**src/rtl/cordic_seq_pkg.sv**
```systemverilog
// Shared constants for the CORDIC request sequencer: Q16 data width,
// default queue depth and watchdog limit, FSM state encoding and the
// queued request layout {mode, theta}.
package cordic_seq_pkg;

  localparam int DATA_W                 = 32;
  localparam int REQ_W                  = DATA_W + 1;
  localparam int DEFAULT_FIFO_DEPTH     = 4;
  localparam int DEFAULT_TIMEOUT_CYCLES = 64;

  localparam logic [1:0] ST_IDLE  = 2'd0;
  localparam logic [1:0] ST_ISSUE = 2'd1;
  localparam logic [1:0] ST_BUSY  = 2'd2;
  localparam logic [1:0] ST_RESP  = 2'd3;

  // Queue entry: mode sits in the MSB, theta below it.
  function automatic logic [REQ_W-1:0] pack_req(input logic mode,
                                                input logic [DATA_W-1:0] theta);
    return {mode, theta};
  endfunction

endpackage

```
**src/rtl/cordic_req_fifo.sv**
```systemverilog
// Request queue for the CORDIC sequencer. Stores {mode, theta} entries,
// DEPTH must be a power of two (2..16) so the pointers wrap naturally.
// pop_data always shows the head entry; push on a full queue and pop on
// an empty queue are ignored.
module cordic_req_fifo
  import cordic_seq_pkg::*;
#(
  parameter int DEPTH = DEFAULT_FIFO_DEPTH
) (
  input  logic                     clk,
  input  logic                     rst_n,
  input  logic                     push,
  input  logic [REQ_W-1:0]         push_data,
  input  logic                     pop,
  output logic [REQ_W-1:0]         pop_data,
  output logic                     full,
  output logic                     empty,
  output logic [$clog2(DEPTH):0]   count
);

  localparam int PTR_W = $clog2(DEPTH);
  localparam int CNT_W = PTR_W + 1;

  if (DEPTH < 2 || DEPTH > 16 || (DEPTH & (DEPTH - 1)) != 0) begin : g_bad_depth
    $error("cordic_req_fifo: DEPTH must be a power of two in 2..16");
  end

  logic [REQ_W-1:0] mem [DEPTH];
  logic [PTR_W-1:0] wr_ptr;
  logic [PTR_W-1:0] rd_ptr;
  logic             do_push;
  logic             do_pop;

  assign full     = (count == CNT_W'(DEPTH));
  assign empty    = (count == '0);
  assign do_push  = push && !full;
  assign do_pop   = pop && !empty;
  assign pop_data = mem[rd_ptr];

  // Entry storage; contents need no reset because count gates visibility.
  always_ff @(posedge clk) begin
    if (do_push) begin
      mem[wr_ptr] <= push_data;
    end
  end

  // Pointer and occupancy tracking; simultaneous push and pop keep count.
  always_ff @(posedge clk or negedge rst_n) begin
    if (!rst_n) begin
      wr_ptr <= '0;
      rd_ptr <= '0;
      count  <= '0;
    end else begin
      if (do_push) begin
        wr_ptr <= wr_ptr + 1'b1;
      end
      if (do_pop) begin
        rd_ptr <= rd_ptr + 1'b1;
      end
      case ({do_push, do_pop})
        2'b10:   count <= count + 1'b1;
        2'b01:   count <= count - 1'b1;
        default: count <= count;
      endcase
    end
  end

endmodule

```
**src/rtl/cordic_req_sequencer.sv**
```systemverilog
// CORDIC request sequencer: queues {mode, theta} requests, issues them one
// at a time to a CORDIC engine with a single-cycle cor_start, waits for
// cor_done and presents the result on a valid/ready response port.
//
// Handshakes: a transfer happens on a rising clk edge where valid and ready
// are both high; valid, once raised, holds its payload stable until that
// edge (req_* from the requester, rsp_* from this block).
//
// Optional macro CORDIC_SEQ_TIMEOUT_EN adds an engine watchdog: after
// TIMEOUT_CYCLES cycles in BUSY without cor_done the block answers with
// rsp_data=0, rsp_err=1. Without it rsp_err is tied low and BUSY waits
// for cor_done indefinitely.
module cordic_req_sequencer
  import cordic_seq_pkg::*;
#(
  parameter int FIFO_DEPTH     = DEFAULT_FIFO_DEPTH,
  parameter int TIMEOUT_CYCLES = DEFAULT_TIMEOUT_CYCLES
) (
  input  logic                        clk,
  input  logic                        rst_n,
  input  logic                        req_valid,
  output logic                        req_ready,
  input  logic                        req_mode,
  input  logic [31:0]                 req_theta,
  output logic                        cor_start,
  output logic                        cor_mode,
  output logic [31:0]                 cor_theta,
  input  logic [31:0]                 cor_result,
  input  logic                        cor_done,
  output logic                        rsp_valid,
  input  logic                        rsp_ready,
  output logic [31:0]                 rsp_data,
  output logic                        rsp_err,
  output logic                        busy,
  output logic [$clog2(FIFO_DEPTH):0] fifo_count
);

  if (TIMEOUT_CYCLES < 1) begin : g_bad_timeout
    $error("cordic_req_sequencer: TIMEOUT_CYCLES must be at least 1");
  end

  logic [1:0]       state;
  logic [1:0]       next_state;
  logic             fifo_full;
  logic             fifo_empty;
  logic             fifo_pop;
  logic [REQ_W-1:0] fifo_head;
  logic             capture_done;
  logic             capture_timeout;
  logic             wd_expired;

  cordic_req_fifo #(
    .DEPTH (FIFO_DEPTH)
  ) u_fifo (
    .clk       (clk),
    .rst_n     (rst_n),
    .push      (req_valid),
    .push_data (pack_req(req_mode, req_theta)),
    .pop       (fifo_pop),
    .pop_data  (fifo_head),
    .full      (fifo_full),
    .empty     (fifo_empty),
    .count     (fifo_count)
  );

  assign req_ready = !fifo_full;
  assign fifo_pop  = (state == ST_IDLE) && !fifo_empty;
  assign cor_start = (state == ST_ISSUE);
  assign rsp_valid = (state == ST_RESP);
  assign busy      = (state != ST_IDLE) || !fifo_empty;

`ifdef CORDIC_SEQ_TIMEOUT_EN
  localparam int WD_W = $clog2(TIMEOUT_CYCLES + 1);

  logic [WD_W-1:0] wd_cnt;

  assign wd_expired = (state == ST_BUSY) && (wd_cnt == WD_W'(TIMEOUT_CYCLES - 1));

  // Watchdog: cleared while issuing, counts each BUSY cycle.
  always_ff @(posedge clk or negedge rst_n) begin
    if (!rst_n) begin
      wd_cnt <= '0;
    end else if (state == ST_ISSUE) begin
      wd_cnt <= '0;
    end else if (state == ST_BUSY && !wd_expired) begin
      wd_cnt <= wd_cnt + 1'b1;
    end
  end
`else
  assign wd_expired = 1'b0;
`endif

  // Next-state logic; cor_done is only looked at in BUSY and wins over
  // a watchdog expiry in the same cycle.
  always_comb begin
    next_state      = state;
    capture_done    = 1'b0;
    capture_timeout = 1'b0;
    case (state)
      ST_IDLE: begin
        if (!fifo_empty) begin
          next_state = ST_ISSUE;
        end
      end
      ST_ISSUE: begin
        next_state = ST_BUSY;
      end
      ST_BUSY: begin
        if (cor_done) begin
          next_state   = ST_RESP;
          capture_done = 1'b1;
        end else if (wd_expired) begin
          next_state      = ST_RESP;
          capture_timeout = 1'b1;
        end
      end
      ST_RESP: begin
        if (rsp_ready) begin
          next_state = ST_IDLE;
        end
      end
      default: begin
        next_state = ST_IDLE;
      end
    endcase
  end

  // State register.
  always_ff @(posedge clk or negedge rst_n) begin
    if (!rst_n) begin
      state <= ST_IDLE;
    end else begin
      state <= next_state;
    end
  end

  // Engine operand registers: loaded on pop, held until the next pop.
  always_ff @(posedge clk or negedge rst_n) begin
    if (!rst_n) begin
      cor_mode  <= 1'b0;
      cor_theta <= '0;
    end else if (fifo_pop) begin
      cor_mode  <= fifo_head[REQ_W-1];
      cor_theta <= fifo_head[DATA_W-1:0];
    end
  end

  // Response data: captured on completion or forced to zero on timeout.
  always_ff @(posedge clk or negedge rst_n) begin
    if (!rst_n) begin
      rsp_data <= '0;
    end else if (capture_done) begin
      rsp_data <= cor_result;
    end else if (capture_timeout) begin
      rsp_data <= '0;
    end
  end

`ifdef CORDIC_SEQ_TIMEOUT_EN
  // Error flag: set only when the watchdog produced the response.
  always_ff @(posedge clk or negedge rst_n) begin
    if (!rst_n) begin
      rsp_err <= 1'b0;
    end else if (capture_done) begin
      rsp_err <= 1'b0;
    end else if (capture_timeout) begin
      rsp_err <= 1'b1;
    end
  end
`else
  assign rsp_err = 1'b0;
`endif

endmodule

```
**config.mk**
```make
export PLATFORM = sky130hd
export DESIGN_NAME = cordic_req_sequencer
export DESIGN_NICKNAME = d
export VERILOG_FILES = /design/src/rtl/cordic_seq_pkg.sv /design/src/rtl/cordic_req_fifo.sv /design/src/rtl/cordic_req_sequencer.sv
export SDC_FILE = /design/constraint.sdc
export NUM_CORES = 1
export LEC_CHECK = 0
export CORE_MARGIN = 5
export CORE_UTILIZATION = 52
export DETAILED_ROUTE_END_ITERATION = 8
export PLACE_DENSITY = 0.89
export REMOVE_ABC_BUFFERS = 1
export SLEW_MARGIN = 10
export SYNTH_ARGS = -nofsm -noshare
export SYNTH_HDL_FRONTEND = slang
export SYNTH_SLANG_ARGS = --single-unit
```
**constraint.sdc**
```tcl
create_clock -name clk -period 2.79 [get_ports clk]
set_input_delay 0.558 -clock clk [delete_from_list [all_inputs] [get_ports clk]]
set_output_delay 0.558 -clock clk [all_outputs]
set_load 0.05 [all_outputs]
```
-- Yosys cells after proc, flatten, opt, wreduce, memory -nomap -nowiden
Memory sizes are Yosys's and may differ from the RTL's. A register that Yosys moved wholly into a read port is not among the register bits.
Index checks and enable logic that the tools add are counted.
- output and inout port bits: 73
- RAM bits: 132
- bits in registers: 41
- input bits: 70
- word-level logic and storage cells: 41
- memories: 1
- memory list (memory ; depth ; bits a word ; rd ports ; clocked after memory_dff ; write ports ; line ; source):
    u_fifo.mem ; 4 ; 33 ; 1 ; 1 ; 1 ; cordic_req_fifo.sv:28 ; logic [REQ_W-1:0] mem [DEPTH];
- reductions and logical operators: 12
- mux-type cells: 10
- $add $sub $neg: 4
- eq/ne operators: 9
- operator list (kind ; number):
    $mux W32 ; 1
    $pmux W2 S4 ; 1
    $eq A2 B2 Y1 const B ; 3
    $mux W2 ; 3
    $pmux W3 S2 ; 1
    $add A2 B1 Y2 const B ; 2
    $eq A2 B1 Y1 const B ; 2
    $mux W1 ; 4
    $ne A2 B2 Y1 const B ; 2
    $reduce_bool A2 Y1 ; 2
    $add A3 B1 Y3 const B ; 1
    $eq A3 B3 Y1 const B ; 1
    $logic_and A1 B1 Y1 ; 3
    $logic_not A1 Y1 ; 3
    $logic_not A3 Y1 ; 1
    $reduce_and A3 Y1 ; 1
    $sub A3 B1 Y3 const B ; 1
    $logic_not A2 Y1 ; 1
    $ne A2 B1 Y1 const B ; 1
    $logic_or A1 B1 Y1 ; 1

-- Depth between registers and ports, before layout
Gate-level depths: netlist of the first run.
- word-level depth: 6
- depth in mapped cells: 10
- depth with buffers taken out: 9

-- Hierarchy
From an unflattened synthesis of the first run, not the netlist that was laid out.
- cells, all modules: 368
- area, all modules: 8017.7 µm²
- modules (own cells, without submodules) (module ; cells each ; sequential area each (µm²) ; area an instance (µm²) ; instances):
    cordic_req_fifo ; 210 ; 4139.0 ; 5238.8 ; 1
    cordic_req_sequencer ; 158 ; 1676.6 ; 2778.9 ; 1

-- Least setup slack after synthesis of the first run
OpenSTA, ideal clock, no wires.
- kind: register -> register
- start point: register u_fifo.count[1]
- end point: register u_fifo.count[2]
- clock period less this slack: 2.505 ns
- library setup time: 0.149 ns
- data arrival time: 2.356 ns
- setup slack: 0.285 ns
- stages on the path, launching flop included: 9
- required time: 2.641 ns
- path buffers: 1
- path through: dfrtp_1 o31ai_4 inv_2 clkbuf_1 ha_1 fa_1 xnor2_1 nor2_1 xor2_1
- word-level cells in the longest chain between the ends: 6
- elaborated cells on any way between the ends: 13
- those cells by class: 2 x add/sub; 3 x eq/ne; 1 x mux; 7 x reduce/logical
- RTL lines (what ; line ; source):
    start: declaration ; cordic_req_fifo.sv:18 ; output logic [$clog2(DEPTH):0] count
    start signal: assignment ; cordic_req_fifo.sv:61 ; 2'b10: count <= count + 1'b1;
    start signal: assignment ; cordic_req_fifo.sv:62 ; 2'b01: count <= count - 1'b1;
    start signal: assignment ; cordic_req_fifo.sv:63 ; default: count <= count;
    $logic_not A3 Y1 * ; cordic_req_fifo.sv:35 ; assign empty = (count == '0);
    $logic_not A1 Y1 * ; cordic_req_sequencer.sv:67 ; assign fifo_pop = (state == ST_IDLE) && !fifo_empty;
    $logic_and A1 B1 Y1 * ; cordic_req_sequencer.sv:67 ;
    via fifo_pop ; cordic_req_sequencer.sv:46 ; logic fifo_pop;
    $logic_and A1 B1 Y1 * ; cordic_req_fifo.sv:37 ; assign do_pop = pop && !empty;
    $eq A2 B1 Y1 / $eq A2 B2 Y1 (equally long branches) ; cordic_req_fifo.sv:60 ; case ({do_push, do_pop})
    $pmux W3 S2 / $reduce_bool A2 Y1 (equally long branches) ; n/a ;
Mark *: on every way through the listed nets, which the timed path passes. The rest lies on a longest branch.
A chain may end at the register's enable or synchronous reset.

-- Worst setup path in the final report of the first run
- start point: register u_fifo.count[1]
- end point: output port req_ready
- word-level cells in the longest chain between the ends: 2
- RTL lines (what ; line ; source):
    $eq A3 B3 Y1 ; cordic_req_fifo.sv:34 ; assign full = (count == CNT_W'(DEPTH));
    $logic_not A1 Y1 ; cordic_req_sequencer.sv:66 ; assign req_ready = !fifo_full;
    end: declaration ; cordic_req_sequencer.sv:22 ; output logic req_ready,
No other way between the ends.

==> results.ini, run 1 <==
[routing]
firstDrtPassIters = 4
avgViaCountPerCell = 5.27
drt_iter0_drc = 188
ant_nets = 0
routed_wl_mm = 15.1
route.detailed.drc = 0
vias = 4135
wire_per_inst_um = 19.2

[synthesis]
muxShareOfSynthArea = 0.148
yosysWarnings = 0
synth_seq_cells = 206
synth_fa_ha_area_frac = 0.0187
yosysSeqAreaShare = 0.749
netlist-cell-type-count = 25
synth.avg_cell_area_sq_um = 18.0
synth_xor_area_frac = 0.00677
synth_compound_area_frac = 0.00403
postSynthCellCount = 432
synth_area_sq_mm = 0.00776
synth_top_family_by_area = multiplexers
synthSimpleGateAreaFrac = 0.0574

[floorplanning]
start_util = 0.532
dieArea_sq_mm = 0.0175
row_count = 44
die_x_um = 132
die_h_um = 132
ioPinCount = 143
core_area_sq_mm = 0.0146

[clock_network]
cts_max_level = 1
cts_root_buf = clkbuf_16
holdBufCountCts = 0
clock_sink_count = 206
cts_resized = 0
cts_tree = built
postCtsSetupRepairBufs = 0
cts_inserted_buffers = 21
cts.path.max_buffers = 3
path_clk_slew_ns = 0.06
insertion_delay_ns = 0.48

[setup_path]
crit_path_max_incr_delay_ns = 0.72
critPathCaptureType = output pin
slowest_stage = clkdlybuf4s50_1
critPathArrivalTime_ns = 2.12
critPathRequiredTime_ns = 2.23
path_class = register to output pin
worstPathCellList = or3b_4 -> clkdlybuf4s50_1
critical_path.max_fanout = 6
startpoint_type = register

[place]
routabilityCongestion = 0.821
port_buffers = 141
dpl.cell_count = 747
dp.final_hpwl_mm = 9.45

[run_status]
status = completed

[timing]
finalHoldWorstSlack_ns = 0.217
skew_ns = 0.00876
rsz0062_at_grt = false
slew_viol_final = 0
setup_viol = 0
period_share = 0.960
slew_headroom = 0.357
period_needed_ns = 2.68
final_hold_viol_count = 0
clock.fmax_ghz = 0.373
worst_slew_pin_slew_ns = 0.964

[cells_and_area]
nFillCells = 924
syn2layout_area_growth_pct = 29.4
num-nets-final = 667
antennaDiodeCount = 0
drive_gt1_frac = 0.188
fin_cells = 785

[job]
maxCapViolations = 0

[global_routing]
grt_pass1_vias = 4534
grt_antenna_before_repair = 0
overflow = 0
grt_max_degree = 75
grt_first_pass_wirelength_mm = 24.3
track_usage = 0.172

[hold_path]
worstHoldPathType = primary input to asynchronous set/reset pin

[power_and_ir_drop]
power.density_mw_per_mm2 = 1260
p_leak_uw = 0.00384
peakVddDrop_v = 0.000685

==> critical path, delay by kind of cell, from the launching register on <==
| family | cells | cell delay, ns |
|---|---|---|
| AND/OR/NAND/NOR | 1 | 0.46 |
| buffers and inverters | 1 | 0.72 |
| flip-flops | 1 | 0.47 |
==> stage by stage <==
stage	utilization	TNS (ns)	setup WS [ns]	total power, uW	area, sq um
after floorplan	-	-0.623	-0.344	8380	7670
after global placement	0.646	0	0.429	10100	9430
after detailed placement	0.646	0	0.398	10300	9430
after CTS	0.689	0	0.0808	12800	10000
after global routing	0.689	0	0.0262	13300	10000
final	0.689	0	0.111	12700	10000
==> layout make-up <==
type	count	area [sq um]	area share
Sequential cell	206	5820	0.579
Multi-Input combinational cell	200	1830	0.182
Timing Repair Buffer	149	1520	0.151
Clock buffer	31	583	0.0580
Tap cell	184	230	0.0229
Clock inverter	7	37.5	0.00374
Inverter	8	30.0	0.00299
==> kinds of logic after synthesis <==
| group | count (synthesis) |
|---|---|
| muxes | 69 |
| AOI/OAI and AO/OA | 2 |
| and+or+nand+nor | 111 |
| buffers and inverters | 26 |
| adders and majority gates | 11 |
| DFF | 206 |
| other | 1 |
| xor gates and xnor gates | 6 |
==> power by group <==
| group | switching, uW | total [uW] | internal, uW |
|---|---|---|---|
| clock | 1050 | 2500 | 1450 |
| combinational | 3250 | 5370 | 2120 |
| sequential | 565 | 4810 | 4240 |
==> registers in the layout, indices dropped and copies added (netlist names) <==
signal         cells
cor_mode           1
u_fifo.wr_ptr      2
u_fifo.count       3
rsp_data          32
state              2
u_fifo.rd_ptr      2
u_fifo.mem       132
cor_theta         32
==> cells in the mapped netlist <==
cell / n / area (sq um)
o31ai_4: 1 / 21.3
buf_2: 6 / 30.0
and3_2: 4 / 30.0
fa_1: 1 / 20.0
xnor2_1: 5 / 43.8
nand2_1: 102 / 383
a222oi_1: 1 / 10.0
clkbuf_1: 7 / 26.3
or3b_4: 1 / 11.3
mux2_2: 34 / 383
inv_2: 1 / 3.75
dfrtp_1: 74 / 1850
buf_4: 4 / 30.0
buf_1: 1 / 3.75
mux2_4: 1 / 15.0
nor2_1: 2 / 7.51
mux2i_1: 1 / 10.0
mux4_2: 33 / 743
nor3_1: 1 / 5.00
ha_1: 10 / 125
and2_4: 1 / 8.76
conb_1: 1 / 3.75
inv_1: 7 / 26.3
edfxtp_1: 132 / 3960
xor2_1: 1 / 8.76
==> routing by layer <==
metal,global-route usage,share of wire
met1,0.219,0.41
met4,0.0385,0.017
met2,0.295,0.49
met3,0.0500,0.081
met5,0,0
==> path summary, 6_finish.rpt <==
| kind | start | endpoint | slack (ns) | depth (start not counted) |
|---|---|---|---|---|
| min reg2reg | cor_theta[25]$_DFFE_PN0P_ | cor_theta[25]$_DFFE_PN0P_ | 0.47 | 2 |
| max reg2reg | u_fifo.count[1]$_DFFE_PN0P_ | u_fifo.count[1]$_DFFE_PN0P_ | 0.64 | 6 |
| max | u_fifo.count[1]$_DFFE_PN0P_ | req_ready | 0.11 | 2 |
| min in group clk | cor_theta[25]$_DFFE_PN0P_ | cor_theta[25]$_DFFE_PN0P_ | 0.47 | 2 |
| min | rst_n | rsp_data[17]$_DFFE_PN0P_ | 0.22 | 1 |
| max in group asynchronous | rst_n | u_fifo.rd_ptr[1]$_DFFE_PN0P_ | 1.88 | 1 |
==> layout by cell type (no fill, tap or decap), drive strengths merged, types with 4 or more instances in the layout <==
cell type	instances
inv	9
clkbuf	31
dfrtp	74
mux4	33
ha	10
mux2	35
buf	9
clkinv	6
clkdlybuf4s50	140
and3	4
edfxtp	132
xnor2	5
nand2	102
Power figures use the tool's default switching activity.
==> inputs of run 2 (changes only) <==
--- a/config.mk
+++ b/config.mk
@@ -6,9 +6,9 @@
 export NUM_CORES = 1
 export LEC_CHECK = 0
 export CORE_MARGIN = 5
-export CORE_UTILIZATION = 52
+export CORE_UTILIZATION = 47
 export DETAILED_ROUTE_END_ITERATION = 8
-export PLACE_DENSITY = 0.89
+export PLACE_DENSITY = 0.86
 export REMOVE_ABC_BUFFERS = 1
 export SLEW_MARGIN = 10
 export SYNTH_ARGS = -nofsm -noshare
==> constraint.sdc (replaced) <==
create_clock -name clk -period 2.25 [get_ports clk]
set_input_delay 0.45 -clock clk [delete_from_list [all_inputs] [get_ports clk]]
set_output_delay 0.45 -clock clk [all_outputs]
set_load 0.05 [all_outputs]
==> results.ini, run 2 (synthesis gave the netlist of run 1 again) <==
[setup_path]
worstPathCellList = clkdlybuf4s50_1
r2r_start = u_fifo.count[1]$_DFFE_PN0P_
crit_start = cor_theta[30]$_DFFE_PN0P_
critPathRequiredTime_ns = 1.80
endpoint = cor_theta[30]
critPathCaptureType = output pin
slowest_stage = clkdlybuf4s50_1
path_class = register to output pin
reg2reg_depth = 6
worst-path-buf-inv = 1
critPathArrivalTime_ns = 1.69
startpoint_type = register
worstSetupPathDepth = 1
crit_path_max_incr_delay_ns = 0.82
r2r_end = u_fifo.count[1]$_DFFE_PN0P_
critical_path.max_fanout = 2
path_delay_family = buffers and inverters
reg2reg_slack_ns = 0.23

[cells_and_area]
regMostFlops = u_fifo.mem
syn2layout_area_growth_pct = 31.9
final-seq-area_sq_mm = 0.00582
num-nets-final = 677
final_common_cell = clkdlybuf4s50_1
final_util = 0.624
largest_register_ffs = 132
drive_gt1_frac = 0.212
fin_area_sq_mm = 0.0102
multi_input_area_sq_mm = 0.00183
nFillCells = 1125
fin_cells = 830
reg.largest.list = u_fifo.mem: 132 flops, cor_theta: 32 flops, rsp_data: 32 flops
layout_common_cells = clkdlybuf4s50_1, edfxtp_1, nand2_1, dfrtp_1, mux2_2

[clock_network]
cts_inserted_buffers = 21
cts_max_level = 1
path_clk_slew_ns = 0.06
clock_sink_count = 206
cts.path.max_buffers = 3
postCtsSetupRepairBufs = 0
cts_tree = built
insertion_delay_ns = 0.48
cts_root_buf = clkbuf_16

[timing]
slew_headroom = 0.646
period_share = 0.950
setup_viol = 0
setup_tns_ns = 0
worst_slew_pin_slew_ns = 0.530
clock.fmax_ghz = 0.468
rsz0062_at_grt = false
slew_viol_final = 0
skew_ns = 0.0101
final_hold_viol_count = 0
period_needed_ns = 2.14
fin_ws_ns = 0.113

[job]
maxCapViolations = 0

[power_and_ir_drop]
peakVddDrop_v = 0.000897
p_leak_uw = 0.00393
power.density_mw_per_mm2 = 1560

[floorplanning]
ioPinCount = 143
die_h_um = 139
dieArea_sq_mm = 0.0192
row_count = 47
start_util = 0.473
core_area_sq_mm = 0.0164
die_x_um = 139

[place]
routabilityCongestion = 0.855
placed_cell_area_sq_mm = 0.00959
dp.final_hpwl_mm = 9.79
port_buffers = 141
dp_slack_ns = 0.0823
dpl.cell_count = 792

[global_routing]
grt_max_degree = 51
grt_first_pass_wirelength_mm = 24.7
track_usage = 0.159
use_met2 = 0.266
overflow = 0
top_usage_layer = met2
use_met1 = 0.210
grt_antenna_before_repair = 1
grt_pass1_vias = 4564
grt.met3_usage = 0.0421

[routing]
ant_nets = 0
firstDrtPassIters = 4
route.detailed.drc = 0
avgViaCountPerCell = 5.03
routed_wl_mm = 15.2
wire_per_inst_um = 18.3
drt_iter0_drc = 220
vias = 4172

[hold_path]
worstHoldPathType = primary input to asynchronous set/reset pin

[run_status]
status = completed

run 2: cell types whose count changed in the layout (fill, tap and decap cells not counted), moves of 3 or more:
cell / delta
buf_12: +5
buf_4: +7
clkbuf_1: -4
clkdlybuf4s50_1: -7
clkinv_2: +3
dlygate4sd2_1: +4
run 2: worst min-delay path by stage:
stage / start / to / slack [ns] / cells past startpoint
global placement: rst_n / rsp_data[21]$_DFFE_PN0P_ / 0.39 / 1
detailed placement: rst_n / rsp_data[21]$_DFFE_PN0P_ / 0.40 / 1
finish: rst_n / rsp_data[21]$_DFFE_PN0P_ / 0.46 / 2
CTS: rst_n / rsp_data[21]$_DFFE_PN0P_ / 0.43 / 2
global route: rst_n / rsp_data[21]$_DFFE_PN0P_ / 0.49 / 2
floorplan: rst_n / cor_mode$_DFFE_PN0P_ / 0.15 / 0
run 2: repair_timing:
action                     4_1_cts  5_1_grt
resized for setup                4        0
hold buffers                     1        0
setup endpoints to repair        4        0
hold endpoints to repair        24        0
run 2: final cells by class:
| type | instances | share of cell area |
|---|---|---|
| Antenna cell | 1 | 0.000244 |
| Clock buffer | 27 | 0.0555 |
| Clock inverter | 9 | 0.00709 |
| Inverter | 8 | 0.00293 |
| Multi-Input combinational cell | 200 | 0.179 |
| Sequential cell | 206 | 0.568 |
| Tap cell | 220 | 0.0269 |
| Timing Repair Buffer | 159 | 0.161 |
run 2: per-stage QoR:
step                      power [uW]  hold slack (ns)
final                          15900            0.460
after global routing           16800            0.491
after CTS                      16200            0.433
after detailed placement       13000            0.401
after global placement         12700            0.392
after floorplan                10400            0.154
run 2: report_power, final:
group          internal [uW]  total, uW  switching [uW]
logic                   2730       6920            4190
clock network           1890       3210            1320
registers               5260       5820             552
run 2: metal layers:
metal / vias up / share of wire
met2: 157 / 0.49
li1: 1912 / -
met1: 2083 / 0.42
met3: 20 / 0.073
met4: 0 / 0.022
met5: - / 0
==> inputs of run 3 (changes only) <==
--- a/config.mk
+++ b/config.mk
@@ -10,6 +10,7 @@
 export DETAILED_ROUTE_END_ITERATION = 8
 export PLACE_DENSITY = 0.86
 export REMOVE_ABC_BUFFERS = 1
+export SKIP_LAST_GASP = 1
 export SLEW_MARGIN = 10
 export SYNTH_ARGS = -nofsm -noshare
 export SYNTH_HDL_FRONTEND = slang
==> results of run 3 <==
No change in the layout: final DEF, timing and power equal those of run 2.
